<file path="src/rtl/e203_dsp_pkg.sv">
// Shared constants and types for the DSP-ALU Booth multiplier responder.
package e203_dsp_pkg;

  localparam int XLEN  = 32;
  localparam int TAG_W = 5;
  localparam int CNT_W = $clog2(XLEN + 1);

  typedef enum logic [1:0] {
    IDLE = 2'd0,
    CALC = 2'd1,
    DONE = 2'd2
  } state_e;

  typedef enum logic [1:0] {
    NOP = 2'd0,
    ADD = 2'd1,
    SUB = 2'd2
  } booth_op_e;

  function automatic booth_op_e booth_dec(input logic b0, input logic prev);
    case ({b0, prev})
      2'b01:   return ADD;
      2'b10:   return SUB;
      default: return NOP;
    endcase
  endfunction

endpackage

</file>
<file path="src/rtl/e203_dsp_booth_step.sv">
// One radix-2 Booth iteration: conditional add/sub of the multiplicand, then
// arithmetic right shift of {acc, mplr, prev}.
module e203_dsp_booth_step
  import e203_dsp_pkg::*;
#(
  parameter int W = XLEN
) (
  input  logic [W+1:0] i_acc,
  input  logic [W:0]   i_mplr,
  input  logic         i_prev,
  input  logic [W:0]   i_mcand,
  output logic [W+1:0] o_acc,
  output logic [W:0]   o_mplr,
  output logic         o_prev
);

  logic [W+1:0] w_mc_ext;
  logic [W+1:0] w_sum;
  booth_op_e    w_op;

  // acc carries one guard bit so the add/sub can never overflow
  assign w_mc_ext = {i_mcand[W], i_mcand};
  assign w_op     = booth_dec(i_mplr[0], i_prev);

  always_comb begin
    w_sum = i_acc;
    case (w_op)
      ADD:     w_sum = i_acc + w_mc_ext;
      SUB:     w_sum = i_acc - w_mc_ext;
      default: w_sum = i_acc;
    endcase
  end

  assign o_acc  = {w_sum[W+1], w_sum[W+1:1]};
  assign o_mplr = {w_sum[0], i_mplr[W:1]};
  assign o_prev = i_mplr[0];

endmodule

</file>
<file path="src/rtl/e203_exu_dsp_mul_srv.sv">
// Iterative 33x33 signed Booth multiplier serving DSP-ALU requests; returns the
// low 2*XLEN product bits with the request tag after XLEN+1 steps.
module e203_exu_dsp_mul_srv
  import e203_dsp_pkg::*;
(
  input  logic              clk,
  input  logic              rst,
  input  logic              req_valid,
  output logic              req_ready,
  input  logic [XLEN:0]     req_rs1,
  input  logic [XLEN:0]     req_rs2,
  input  logic [TAG_W-1:0]  req_tag,
  input  logic              flush,
  output logic              rsp_valid,
  input  logic              rsp_ready,
  output logic [2*XLEN-1:0] rsp_res,
  output logic [TAG_W-1:0]  rsp_tag,
  output logic              busy
);

  state_e             r_state;
  state_e             w_state_n;
  logic [CNT_W-1:0]   r_cnt;
  logic [XLEN+1:0]    r_acc;
  logic [XLEN:0]      r_mplr;
  logic               r_prev;
  logic [XLEN:0]      r_mcand;
  logic [TAG_W-1:0]   r_tag;
  logic [2*XLEN-1:0]  r_res;
  logic               r_rsp_valid;

  logic [XLEN+1:0]    w_acc_n;
  logic [XLEN:0]      w_mplr_n;
  logic               w_prev_n;
  logic               w_accept;
  logic               w_last;

  assign req_ready = (r_state == IDLE) & ~flush;
  assign busy      = (r_state != IDLE);
  assign w_accept  = req_valid & req_ready;
  assign w_last    = (r_cnt == CNT_W'(XLEN));

  // Flush kills a pending response so a same-cycle handshake never completes.
  assign rsp_valid = r_rsp_valid & ~flush;
  assign rsp_res   = r_res;
  assign rsp_tag   = r_tag;

  e203_dsp_booth_step #(.W(XLEN)) u_step (
    .i_acc   (r_acc),
    .i_mplr  (r_mplr),
    .i_prev  (r_prev),
    .i_mcand (r_mcand),
    .o_acc   (w_acc_n),
    .o_mplr  (w_mplr_n),
    .o_prev  (w_prev_n)
  );

  always_ff @(posedge clk or posedge rst) begin
    if (rst) r_state <= IDLE;
    else     r_state <= w_state_n;
  end

  always_comb begin
    w_state_n = r_state;
    case (r_state)
      IDLE:    if (w_accept) w_state_n = CALC;
      CALC:    if (flush) w_state_n = IDLE;
               else if (w_last) w_state_n = DONE;
      DONE:    if (flush || rsp_ready) w_state_n = IDLE;
      default: w_state_n = IDLE;
    endcase
  end

  always_ff @(posedge clk or posedge rst) begin
    if (rst) begin
      r_cnt       <= '0;
      r_acc       <= '0;
      r_mplr      <= '0;
      r_prev      <= 1'b0;
      r_mcand     <= '0;
      r_tag       <= '0;
      r_res       <= '0;
      r_rsp_valid <= 1'b0;
    end else begin
      r_rsp_valid <= (w_state_n == DONE);
      if (w_accept) begin
        r_mcand <= req_rs1;
        r_mplr  <= req_rs2;
        r_tag   <= req_tag;
        r_acc   <= '0;
        r_prev  <= 1'b0;
        r_cnt   <= '0;
      end else if (r_state == CALC && !flush) begin
        r_acc  <= w_acc_n;
        r_mplr <= w_mplr_n;
        r_prev <= w_prev_n;
        r_cnt  <= r_cnt + CNT_W'(1);
        // {acc,mplr} holds the full product after the final step
        if (w_last) r_res <= {w_acc_n[XLEN-2:0], w_mplr_n};
      end
    end
  end

endmodule

</file>
<file path="config.mk">
export PLATFORM = sky130hd
export DESIGN_NAME = e203_exu_dsp_mul_srv
export DESIGN_NICKNAME = d
export VERILOG_FILES = /design/src/rtl/e203_dsp_pkg.sv /design/src/rtl/e203_dsp_booth_step.sv /design/src/rtl/e203_exu_dsp_mul_srv.sv
export SDC_FILE = /design/constraint.sdc
export NUM_CORES = 1
export LEC_CHECK = 0
export CORE_UTILIZATION = 35
export CTS_CLUSTER_DIAMETER = 40
export DETAILED_ROUTE_END_ITERATION = 16
export PLACE_DENSITY = 0.58
export SYNTH_ARGS = -nofsm -noshare
export SYNTH_HDL_FRONTEND = slang
export SYNTH_SLANG_ARGS = --single-unit
</file>
<file path="constraint.sdc">
create_clock -name clk -period 8.26 [get_ports clk]
set_input_delay 1.652 -clock clk [delete_from_list [all_inputs] [get_ports clk]]
set_output_delay 1.652 -clock clk [all_outputs]
set_load 0.05 [all_outputs]
</file>
Yosys cells after proc, flatten, opt, wreduce, memory -nomap -nowiden --
Cells that the tools add are included.
Word-level totals: bits in registers 179, latch bits 0, memory bits (writable) 0, bits in read-only memories 0, input bits 76, output and inout port bits 72, logic and storage cells 47, memories 0
Operators by class: add/subtract/negate cells 3, multiply operators 0, divide/modulo/power cells 0, magnitude comparators 0, equal/unequal tests 8, shifts and indexed selects 0, muxes and demuxes 15, bitwise gates (word level) 5, reduce and logical (&&, ||, !) cells 7
Operators by type and width (count):
- 2-to-1 mux 34 bit | 2
- case mux 34 bit (2 select lines) | 1
- 2-to-1 mux 33 bit | 2
- adder 34 bit | 1
- subtractor 34 bit | 1
- 2-to-1 mux 6 bit | 2
- equality test 2 bit, second input constant | 4
- 2-to-1 mux 2 bit | 4
- adder 6 x 1 -> 6 bit, second input constant | 1
- equality test 2 x 1 -> 1 bit, second input constant | 3
- equality test 6 bit, second input constant | 1
- case mux 2 bit (3 select lines) | 1
- case mux 2 bit (2 select lines) | 1
- nonzero test 2 bit | 2
- AND 1 bit | 3
- AND reduction 3 bit | 1
- logical NOT 2 bit | 1
- 2-to-1 mux 1 bit | 2
- NOT 1 bit | 2
- logical AND 1 bit | 1
- logical NOT 1 bit | 1
- logical OR 1 bit | 1

Longest topological paths before layout --
depth after elaboration 6, depth in mapped cells 20, gate-level depth less buffers 19

Cells and area by module --
From an unflattened synthesis, not the netlist that was laid out.
Unflattened totals: cell total of the unflattened synthesis 1140, area total of the unflattened synthesis 10393.7 µm²
Modules (own cells, without submodules):
- e203_exu_dsp_mul_srv | instances 1, cells an instance 646, area each 7100.6 µm², sequential area each 4479.3 µm²
- e203_dsp_booth_step | instances 1, cells an instance 494, area each 3293.2 µm², sequential area each 0.0 µm²

Worst setup path after synthesis --
No wires, ideal clock.
path kind input to output, from input flush, to output req_ready, arrival time 2.775 ns, data required time 6.608 ns, path slack 3.833 ns, stages on the path 1, path buffers 0, cells stage by stage nor3_1
On the way: cells in the longest elaborated chain, start to end 2
RTL lines:
- start, declared | RTL line e203_exu_dsp_mul_srv.sv:13 | input logic flush,
- NOT 1 bit | RTL line e203_exu_dsp_mul_srv.sv:38 | assign req_ready = (r_state == IDLE) & ~flush;
- AND 1 bit | RTL line e203_exu_dsp_mul_srv.sv:38
- end, declared | RTL line e203_exu_dsp_mul_srv.sv:9 | output logic req_ready,
No other way between the ends.

Worst setup path after layout --
Same ends and word-level chain as after synthesis.

==> impl_results.md <==
- Syn avg cell area: 8.522 um^2
- Final hold viol count: 0
- RD Place Congestion: 0.8753
- Initial antenna violation count: 0
- Core area: 26880 um^2
- Compound-gate portion of the synthesized area: 0.1603
- TritonCTS clock tree: yes
- Worst Hold Class: reg -> reg
- Port bufs: 147
- Syn_nets: 1239
- Inserted Clock Buffers: 17
- Final WL: 24610 um
- GRT Util Overall: 0.1807
- Critical path capture point type: primary output
- Worst Path Max Fanout: 5
- Number of H-tree levels: 4
- Largest net degree at the start of global routing: 106
- Number of synthesized flops with an enable pin: 0
- DRT iter0 DRCs: 563
- Synth Area in Adders: 0.05038
- Sink Count: 178
- Crit path launch type: input port
- Die Height: 167.5 um
- FP Rows: 60
- Root Buffer: clkbuf_16
- Final Slew Violations: 0
- Worst R2R Start: r_mcand[2]
- # setup viols final: 0
- Clock buffer depth: 2
- Main combinational cell family by area after synthesis: simple AND/OR/NAND/NOR gates
- DP Wirelength: 17110 um
- R2R cell count: 18
- Vias in the first global route: 7773
- PwrDens: 321.8 nW/um^2
- Setup ws final: 3.300 ns
- Ys flop type: dfrtp_1
- Critical path launch point: flush
- Leak pwr: 5.503 nW
- VDD IR-drop max: 0.1416 mV
- TNS Setup: 0 ns
- Minimum clock period: 4.960 ns
- Residual DRC: 0
- Worst rel slew slack: 0.2710
- Mux share of post-synthesis cell area: 0.007439
- Routed Antenna Nets: 0
- Clock latency on the worst-skew pair: 0.44 ns
- Post-Synthesis Cells: 1125
- M1 GR Usage: 0.2690
- GRT overflow: 0
- Crit path arrival time: 3.31 ns
- Reg-to-Reg End: r_acc[32]
- Outcome: completed
- RSZ-0062 raised after global routing: no
- Routed vias/inst: 5.019
- Top-Level Pins: 148
- Average routed wire per standard cell: 15.45 um
- M2 GR Usage: 0.2696
- Yosys cell types: 60
- Die width: 167.5 um
- Grt met3 use: 0.02505
- CP endpoint: req_ready
- Hold path depth: 2
- Synthesis-stage register bit count: 178
- Max-cap violation count: 0
- Busiest grt layer: met2
- First-pass GRT wire length: 40630 um
- Final nets: 1353
- Share of post-route cells with drive strength above 1: 0.05192
- Register-to-register setup slack: 3.63 ns
- CTS clk-pin slew, worst paths: 0.08 ns
- Yosys Warn Count: 0
- Synthesized cell area: 9587 um^2
- Starting Density: 0.3567
- Crit Path Category: in -> out
- Syn-to-layout area delta: 24.89%
- Area of the die: 28060 um^2
- Post-CTS Setup Inserts: 0
- Worst Tran Pin Value: 1.090 ns
- Pre-CTS setup slack: 3.296 ns
- Post-synthesis xor/xnor area fraction: 0.06121
- Worst Clk Skew: 0.01736 ns
- Required @ worst endpoint: 6.61 ns
- Fmax: 201.6 MHz
- Post-CTS resize count: 0
- Inserted Diodes: 0
- Asr flop ratio synth: 1.000
- Fin crit share: 0.6004
- Synth Area in Simple Gates: 0.2238
- Register area share after synthesis: 0.4646
- Cts hold-fix bufs: 0
- Via count: 7995
- First-pass DRT Iterations: 4
layout by cell type (no fill, tap or decap), types with 6 or more instances in the layout:
cell type        count
a21o_1              13
a21oi_1             72
a22oi_1             31
a31oi_1             22
and3_1               8
buf_4                9
clkbuf_16           17
clkdlybuf4s50_1    147
dfrtp_1            178
ha_1                36
inv_1               20
mux2i_1              6
nand2_1            320
nand2b_1             8
nand3_1             36
nand4_1              7
nor2_1              69
nor2b_1              9
nor3_1              17
o21ai_0             75
o31ai_1              7
xnor2_1             54
xor2_1              13
synth_stat cells, types with 4 or more instances:
cell type	instances	share of area
a211oi_1	4	0.0031
a21o_1	13	0.010
a21oi_1	72	0.038
a22oi_1	31	0.024
a31oi_1	22	0.014
and2_1	5	0.0033
and3_1	8	0.0052
buf_1	4	0.0016
clkbuf_1	56	0.022
dfrtp_1	178	0.46
ha_1	37	0.048
inv_1	21	0.0082
mux2i_1	6	0.0063
nand2_1	323	0.13
nand2b_1	8	0.0052
nand3_1	36	0.019
nand4_1	7	0.0046
nor2_1	70	0.027
nor2b_1	9	0.0059
nor3_1	17	0.0089
nor4_1	5	0.0033
o21a_1	4	0.0031
o21ai_0	75	0.039
o21bai_1	5	0.0039
o31ai_1	7	0.0055
xnor2_1	54	0.049
xor2_1	13	0.012
stage by stage:
| stage | hold slack (ns) | utilization | cell area [um^2] | instances | total power, mW |
|---|---|---|---|---|---|
| 5_1_grt | 0.5010 | 0.4455 | 11970 | 1593 | 4.156 |
| 3_5_place_dp | 0.4611 | 0.4220 | 11340 | 1561 | 2.996 |
| 6_report | 0.4732 | 0.4455 | 11970 | 1593 | 3.852 |
| 3_3_place_gp | 0.4586 | 0.4220 | 11340 | 1561 | 2.977 |
| 4_1_cts | 0.4805 | 0.4455 | 11970 | 1593 | 3.866 |
| 2_1_floorplan | 0.4605 | - | 9587 | 1125 | 2.555 |
layer usage:
| layer | wire length [um] | part of all wire |
|---|---|---|
| met5 | 0 | 0 |
| met4 | 351 | 0.014 |
| met3 | 872 | 0.035 |
| met2 | 10700 | 0.43 |
| met1 | 12690 | 0.52 |
registers in the layout (all words and copies together) (netlist names):
register,count
r_acc,33
r_cnt,6
r_mcand,33
r_mplr,33
r_prev,1
r_rsp_valid,1
r_state,2
rsp_res,64
rsp_tag,5
logic make-up after synthesis:
| kind of cell | Yosys count |
|---|---|
| simple gates | 502 |
| compound gates | 251 |
| flops | 178 |
| buf+inv | 82 |
| xor+xnor | 67 |
| fa+ha+maj | 38 |
| mux | 7 |
worst max-delay path: stages:
cell and delay, ns:
clkdlybuf4s50_1 0.47, nor3_1 0.31, clkdlybuf4s50_1 0.87
power by group:
group          leakage [nW]  switching, mW  internal (mW)
logic                  2.85           1.07          0.733
registers              2.35          0.165           1.03
clock network         0.305          0.411          0.443
total                  5.50           1.65           2.20
area by class of cell:
type | count | area (um^2)
fill | 2592 | 14900
multi-input combinational | 865 | 4838
sequential | 178 | 4454
timing repair buffer | 156 | 1539
tap | 341 | 426.7
clock buffer | 17 | 425.4
clock inverter | 15 | 205.2
inverter | 21 | 83.83
how the worst min path moves through the flow:
stage                     slack (ns)         from           to
after floorplan                 0.46    r_mplr[1]   rsp_res[0]
after global routing            0.50  rsp_res[30]  rsp_res[30]
final                           0.47   rsp_res[1]   rsp_res[1]
after detailed placement        0.46  rsp_res[22]  rsp_res[22]
after CTS                       0.48  rsp_res[21]  rsp_res[21]
after global placement          0.46  rsp_res[20]  rsp_res[20]
(Power assumes the default switching activity.)
